`src/rtl/rst_seq.sv`:
```
// ============================================================================
// Module   : rst_seq
// Brief    : Staged reset-release sequencer with software reset replay and
//            a DFT bypass that routes the incoming reset to every stage.
// Revision : 1.0 - initial release
// ============================================================================
`default_nettype none

module rst_seq #(
  parameter int NumStages   = 4,
  parameter int DelayCycles = 16
) (
  input  logic                 clk_i,
  input  logic                 rst_ni,
  input  logic                 test_mode_i,
  input  logic                 sw_rst_req_i,
  output logic                 sw_rst_ack_o,
  output logic [NumStages-1:0] rst_no,
  output logic                 init_done_o
);

  localparam int c_CW = $clog2(DelayCycles + 1);
  localparam int c_IW = $clog2(NumStages + 1);

  localparam logic [c_CW-1:0] c_DLY_LAST   = c_CW'(DelayCycles - 1);
  localparam logic [c_IW-1:0] c_IDX_LAST   = c_IW'(NumStages - 1);
  localparam logic [c_IW-1:0] c_IDX_ASSERT = (NumStages >= 2) ? c_IW'(NumStages - 2) : '0;

  typedef enum logic [1:0] {
    S_RELEASE = 2'd0,
    S_RUN     = 2'd1,
    S_ASSERT  = 2'd2,
    S_HOLD    = 2'd3
  } state_t;

  state_t                r_state;
  logic [c_CW-1:0]       r_cnt;
  logic [c_IW-1:0]       r_idx;
  logic [NumStages-1:0]  r_rst_n;
  logic                  r_init_done;
  logic                  r_ack;
  logic [NumStages-1:0]  w_sel;

  // One-hot stage select avoids indexing the stage vector with a wider index
  assign w_sel = NumStages'(1) << r_idx;

  always_ff @(posedge clk_i or negedge rst_ni) begin
    if (!rst_ni) begin
      r_state     <= S_RELEASE;
      r_cnt       <= '0;
      r_idx       <= '0;
      r_rst_n     <= '0;
      r_init_done <= 1'b0;
      r_ack       <= 1'b0;
    end else begin
      r_ack <= 1'b0;
      case (r_state)
        S_RELEASE: begin
          if (r_cnt == c_DLY_LAST) begin
            r_rst_n <= r_rst_n | w_sel;
            r_cnt   <= '0;
            r_idx   <= r_idx + c_IW'(1);
            if (r_idx == c_IDX_LAST) begin
              r_state <= S_RUN;
            end
          end else begin
            r_cnt <= r_cnt + c_CW'(1);
          end
        end
        S_RUN: begin
          r_init_done <= 1'b1;
          if (sw_rst_req_i) begin
            r_init_done <= 1'b0;
            if (NumStages == 1) begin
              r_rst_n <= '0;
              r_ack   <= 1'b1;
              r_cnt   <= '0;
              r_state <= S_HOLD;
            end else begin
              r_rst_n[NumStages-1] <= 1'b0;
              r_idx                <= c_IDX_ASSERT;
              r_state              <= S_ASSERT;
            end
          end
        end
        S_ASSERT: begin
          r_rst_n <= r_rst_n & ~w_sel;
          if (r_idx == '0) begin
            r_ack   <= 1'b1;
            r_cnt   <= '0;
            r_state <= S_HOLD;
          end else begin
            r_idx <= r_idx - c_IW'(1);
          end
        end
        S_HOLD: begin
          if (r_cnt == c_DLY_LAST) begin
            r_cnt   <= '0;
            r_idx   <= '0;
            r_state <= S_RELEASE;
          end else begin
            r_cnt <= r_cnt + c_CW'(1);
          end
        end
        default: r_state <= S_RELEASE;
      endcase
    end
  end

  // Test-mode bypass is the only combinational path onto the reset outputs
  assign rst_no       = test_mode_i ? {NumStages{rst_ni}} : r_rst_n;
  assign init_done_o  = test_mode_i ? rst_ni : r_init_done;
  assign sw_rst_ack_o = r_ack & ~test_mode_i;

endmodule

`default_nettype wire

```
`config.mk`:
```
export PLATFORM = sky130hd
export DESIGN_NAME = rst_seq
export DESIGN_NICKNAME = d
export VERILOG_FILES = /design/src/rtl/rst_seq.sv
export SDC_FILE = /design/constraint.sdc
export NUM_CORES = 1
export LEC_CHECK = 0
export ABC_AREA = 1
export ABC_CLOCK_PERIOD_IN_PS = 2000
export CORE_ASPECT_RATIO = 0.9
export CORE_MARGIN = 5
export CORE_UTILIZATION = 58
export CTS_BUF_LIST = sky130_fd_sc_hd__clkbuf_4
export CTS_CLUSTER_DIAMETER = 200
export CTS_CLUSTER_SIZE = 12
export DETAILED_ROUTE_END_ITERATION = 8
export GPL_ROUTABILITY_DRIVEN = 0
export PLACE_DENSITY = 0.86
export REMOVE_ABC_BUFFERS = 1
export SETUP_SLACK_MARGIN = 0.15
export SYNTH_ARGS = -nofsm -noshare
export SYNTH_HDL_FRONTEND = slang
export SYNTH_SLANG_ARGS = --single-unit
export TNS_END_PERCENT = 10
```
`constraint.sdc`:
```
create_clock -name clk_i -period 2 [get_ports clk_i]
set_input_delay 0.2 -clock clk_i [delete_from_list [all_inputs] [get_ports clk_i]]
set_output_delay 0.2 -clock clk_i [all_outputs]
set_load 0.01 [all_outputs]
```
# Yosys cells after proc, flatten, opt, wreduce, memory -nomap -nowiden
# Index checks and enable logic that the tools add are counted.
dict set report classes {
  add_sub_neg 3
  eq_ne 11
  shift 1
  muxes 23
  n_bitwise 5
  n_reduce_logical 11
}
# operator count
set op_table {}
lappend op_table {{$mux W3} 4}
lappend op_table {{$ne A2 B2 Y1 const B} 6}
lappend op_table {{$pmux W3 S4} 1}
lappend op_table {{$mux W2} 5}
lappend op_table {{$mux W5} 2}
lappend op_table {{$pmux W5 S2} 1}
lappend op_table {{$mux W4} 2}
lappend op_table {{$pmux W2 S4} 1}
lappend op_table {{$pmux W3 S2} 1}
lappend op_table {{$add A5 B1 Y5 const B} 1}
lappend op_table {{$eq A5 B4 Y1 const B} 1}
lappend op_table {{$mux W1} 5}
lappend op_table {{$reduce_and A5 Y1} 1}
lappend op_table {{$and A4 B4 Y4} 1}
lappend op_table {{$eq A2 B2 Y1 const B} 2}
lappend op_table {{$not A4 Y4} 1}
lappend op_table {{$or A4 B4 Y4} 1}
lappend op_table {{$reduce_and A2 Y1} 2}
lappend op_table {{$reduce_and A4 Y1} 1}
lappend op_table {{$reduce_bool A2 Y1} 2}
lappend op_table {{$shl A1 B3 Y4 const A} 1}
lappend op_table {{$add A3 B1 Y3 const B} 1}
lappend op_table {{$eq A3 B2 Y1 const B} 1}
lappend op_table {{$logic_not A3 Y1} 1}
lappend op_table {{other kinds (9)} 9}
dict set report totals {
  ff_bits 16
  output_inout_bits 6
}

# Depth between registers and ports, before layout
dict set report depth {
  word_depth 4
  ltp_mapped 12
  depth_no_buf 12
}

# Worst setup path before layout
# No wires, ideal clock.
dict set report synth_timing {
  path_type {register to register}
  startpoint {register r_state[0]}
  endpoint {register r_idx[2]}
  setup_time_ns 0.116
  arrival_ns 1.620
  required_ns 1.884
  setup_slack_ns 0.264
  stages_incl_launch_ff 13
  path_buffers 0
  cell_sequence {dfrtp_1 > inv_1 > ha_1 > inv_2 > fa_1 > inv_1 > nand2_1 > nand2_1 > nand2_1 > nand2_1 > nor2_1 > nand2_1 > nand2_1}
}
dict set report synth_via {
  elab_chain_cells 3
  elab_cells_between_ends 10
  classes_between {7 x eq/ne; 1 x mux; 2 x reduce/logical}
}
# element line_no
set synth_rtl {}
lappend synth_rtl {{start: declaration} 36} ;# state_t r_state;
lappend synth_rtl {{start signal: assignment} 49} ;# r_state <= S_RELEASE;
lappend synth_rtl {{start signal: assignment} 64} ;# r_state <= S_RUN;
lappend synth_rtl {{start signal: assignment} 78} ;# r_state <= S_HOLD;
lappend synth_rtl {{$eq A2 B2 Y1 (tied with other cells)} 57} ;# case (r_state)
lappend synth_rtl {{$ne A2 B2 Y1 (no line)} n/a}
lappend synth_rtl {{$reduce_and A4 Y1 (no line)} n/a}
lappend synth_rtl {{end signal: assignment} 62} ;# r_idx <= r_idx + c_IW'(1);
lappend synth_rtl {{end signal: assignment} 81} ;# r_idx <= c_IDX_ASSERT;
lappend synth_rtl {{end signal: assignment} 93} ;# r_idx <= r_idx - c_IW'(1);
lappend synth_rtl {{end: declaration} 38} ;# logic [c_IW-1:0] r_idx;
# Several ways; a longest one is shown, not always the timed one.
# A chain may end at the register's enable or synchronous reset.

# Final worst setup path
# Same ends and word-level chain as after synthesis.

==> out/results.txt <==
The flow ran to the end, and the final reports show no timing, DRC or antenna violations. The most used standard cell by instance count after synthesis is nand2_1. The via density per instance works out to 5.29.

The cell area that synthesis handed to floorplanning was 1040 um^2. The first global-routing pass estimated 3590 um of wire. The total overflow left after global routing is 0. The number of max-slew violations in the final report is 0. The worst setup path is of the register to register kind. The longest clock path from root to sink contains 2 buffers. The slowest stage cell on the critical path was dfrtp_1. The share of flip-flops with an asynchronous set or reset after synthesis was 100%. The run gives 3.55% as the met3 track demand over resource in global routing. For the count of routing violations after the opening detailed-route iteration, the log shows 14.

The fraction of synthesized cell area taken by the top area cell type was 38.4%. After detailed routing, the total wire length is 2110 um. The number of different library cells used by synthesis comes to 21. The floorplan step defined a die boundary enclosing 2750 um^2.

The count of input and output buffers is 9, and the number of global-route vias before repair is 880. The run gives 17.6% as the overall global routing resource usage. Summing the sequential cell areas from Yosys gives 38.4% of the chip area. Sorting the synthesized cells by area gives the leading types as dfrtp_1, nand2_1, inv_1, ha_1, nand3_1. The number of clock sinks seen by CTS was 16; the clock-pin slew of the registers on the worst-case setup and hold paths was 90 ps. The worst supply voltage drop on vdd is 0.271 mV. The total power per unit cell area was 437 nW/um^2; the starting density of the core was 61.3%. Hold repair after CTS inserted 0 buffers.

The I/O pin count is 10, and the initial antenna violation count is 0. After synthesis, the most frequently instantiated cells are nand2_1, inv_1, dfrtp_1. The cell taking the most area after synthesis is dfrtp_1.

The most used routing layer is met2. The setup slack on the worst flop-to-flop path was 270 ps. The post-synthesis register bit count works out to 16. Synthesis produced 144 cells. For the worst setup path, the data required time is 2190 ps. Post-layout minimum cycle time: 1730 ps.

The signal on the critical path passes through inv_1 -> ha_1 -> inv_2 -> fa_1 -> inv_1 -> nand2_1 -> nand2_1 -> nand2_1 -> nand2_1 -> nor2_1 -> nand2_1 -> nand2_1. Across the run, the number of max-cap violations was 0. After detailed routing, the average wire length per cell comes to 11.6 um. The HPWL after detailed placement is 1690 um.

Buffers added to address setup during post-CTS repair amount to 0. The setup TNS came out at 0 ps. For the number of nets in the layout, the log shows 171.

The tools report the count of final hold-check violations as 0. The later pin in the worst-skew pair is clocked with a latency of 280 ps. The depth of the CTS H-tree is 1, and the proportion of layout cells with a drive suffix above 1 is 8.86%. The first TritonRoute pass finished after 5 iterations. For this run, global-route usage on met2 was measured as 29.5%. The number of buffers and inverters on the critical path is 3.

The total core area was 1700 um^2; the layout filler cell count was 141. The cell repeated most along the worst path was nand2_1. At the pin with the least slew margin, the transition time is 310 ps. The detailed router placed 962 vias in this run.

Of all nets on the critical path, the largest fanout is 6. The tools report the critical path capture point type as a register. The worst register-to-register path begins at r_state[0]. For this run, global-route usage on met1 was measured as 22.1%. The width of the die was 54.7 um. The most instantiated flip-flop cell in the synthesis netlist was dfrtp_1.

The synthesized design contains 0 enable-type register cells. The number of diodes added for antenna fixing was 0; the worst-case clock skew was 9.43 ps. In this run the remaining antenna-violating nets after routing total 0.

STA classifies the critical path startpoint as a register. Setup violations remaining at the end of the flow were counted as 0. For this run, the slowest stage of the critical path takes 420 ps. In this design, the largest share of critical-path delay is due to adder cells. For the total power consumption of the routed design, the log shows 0.000525 W. Of the available clock period, the critical path in the final layout requires 86.3%. The depth of the worst register-to-register path works out to 12. Compared with the post-synthesis result, the final layout area differs by 15.4%. The tree is rooted in a clkbuf_4. The die height came out at 50.2 um. The worst hold-check path type is input port to async pin. Yosys printed 0 warnings. In this run the static leakage power is 0.661 nW. The data arrival time of the critical path was 1910 ps. TritonCTS built the clock tree.

The initialized floorplan defines 14 standard-cell rows. The run gives 580 MHz as the peak clock frequency supported by timing. Launch point of the critical path: r_state[0]. Entering global routing, the biggest net connects 17 pins.

Clock tree synthesis inserted a total of 3 buffers. The residual DRC count was 0. In this run the mean area of a mapped cell was 7.24 um^2.

The worst slew margin relative to its limit is 79.2%. Setup repair after global routing left no endpoint under its margin. The worst register-to-register path ends at r_idx[2].
==> layout make-up <==
class                      instances  area, um^2  share of cell area [%]
timing repair buffer              11         108                    8.95
clock buffer                       3        22.5                    1.87
tap                               24        30.0                    2.50
multi-input combinational        101         541                    45.0
sequential                        16         400                    33.3
inverter                          27         101                    8.43
==> how the worst max path moves through the flow <==
stage / end / slack (ps) / cells after the start
after CTS: rst_no[1] / 220 / 4
after detailed placement: rst_no[1] / 220 / 4
after global placement: rst_no[3] / 300 / 4
final: r_idx[2] / 270 / 12
after global routing: r_idx[2] / 170 / 12
after floorplan: r_idx[2] / 260 / 12
==> layout by cell type, fill, tap and decap left out <==
cell type / n
nand2_1: 43
inv_1: 25
dfrtp_1: 16
nand3_1: 13
o21ai_0: 9
nor2_1: 8
clkdlybuf4s50_1: 8
nand4_1: 6
ha_1: 6
clkbuf_4: 3
inv_2: 2
nor2_2: 2
a21oi_1: 2
or2_2: 2
nor3_1: 2
buf_4: 2
nand3_2: 1
o21ai_2: 1
nor2_4: 1
or2_1: 1
xor2_1: 1
o21bai_1: 1
xnor2_1: 1
fa_1: 1
dlymetal6s2s_1: 1
==> cells by family (layout without fill, tap and decap cells) <==
group	Yosys count	count (layout)	synth area share, %
AND/OR/NAND/NOR	79	79	34.2
adder cells (fa/ha/maj)	7	7	9.12
buffers and inverters	27	41	9.72
flip-flops	16	16	38.4
AO/OA/AOI/OAI	13	13	6.84
XOR/XNOR	2	2	1.68
==> metal layers <==
layer / share of wire [%] / wire length [um]
met2: 48 / 1020
met1: 44 / 939
met5: 0 / 0
met3: 5.7 / 120
met4: 1.4 / 30
==> power by group <==
group	switching [W]	leakage (nW)	internal (W)
registers	0	0.183	0.000323
clock network	0.0000964	0.0138	0.0000698
logic	0.0000174	0.464	0.0000186
total	0.000114	0.661	0.000412
==> through the flow <==
stage	cells	utilization (%)	worst slack (ps)	area, um^2	hold WS [ps]
after global routing	182	70.8	166	1200	348
after CTS	182	70.6	215	1200	340
after detailed placement	179	69.3	221	1180	467
final	182	70.8	275	1200	330
after floorplan	144	-	264	1040	-95.6
after global placement	179	69.3	296	1180	466
==> timing repair <==
item                                   4_1_cts  5_1_grt
endpoints found under the hold margin        0        0
resized for setup                            0        1
setup endpoints to repair                    0        4
No activity file was read; power rests on OpenSTA's default activity.
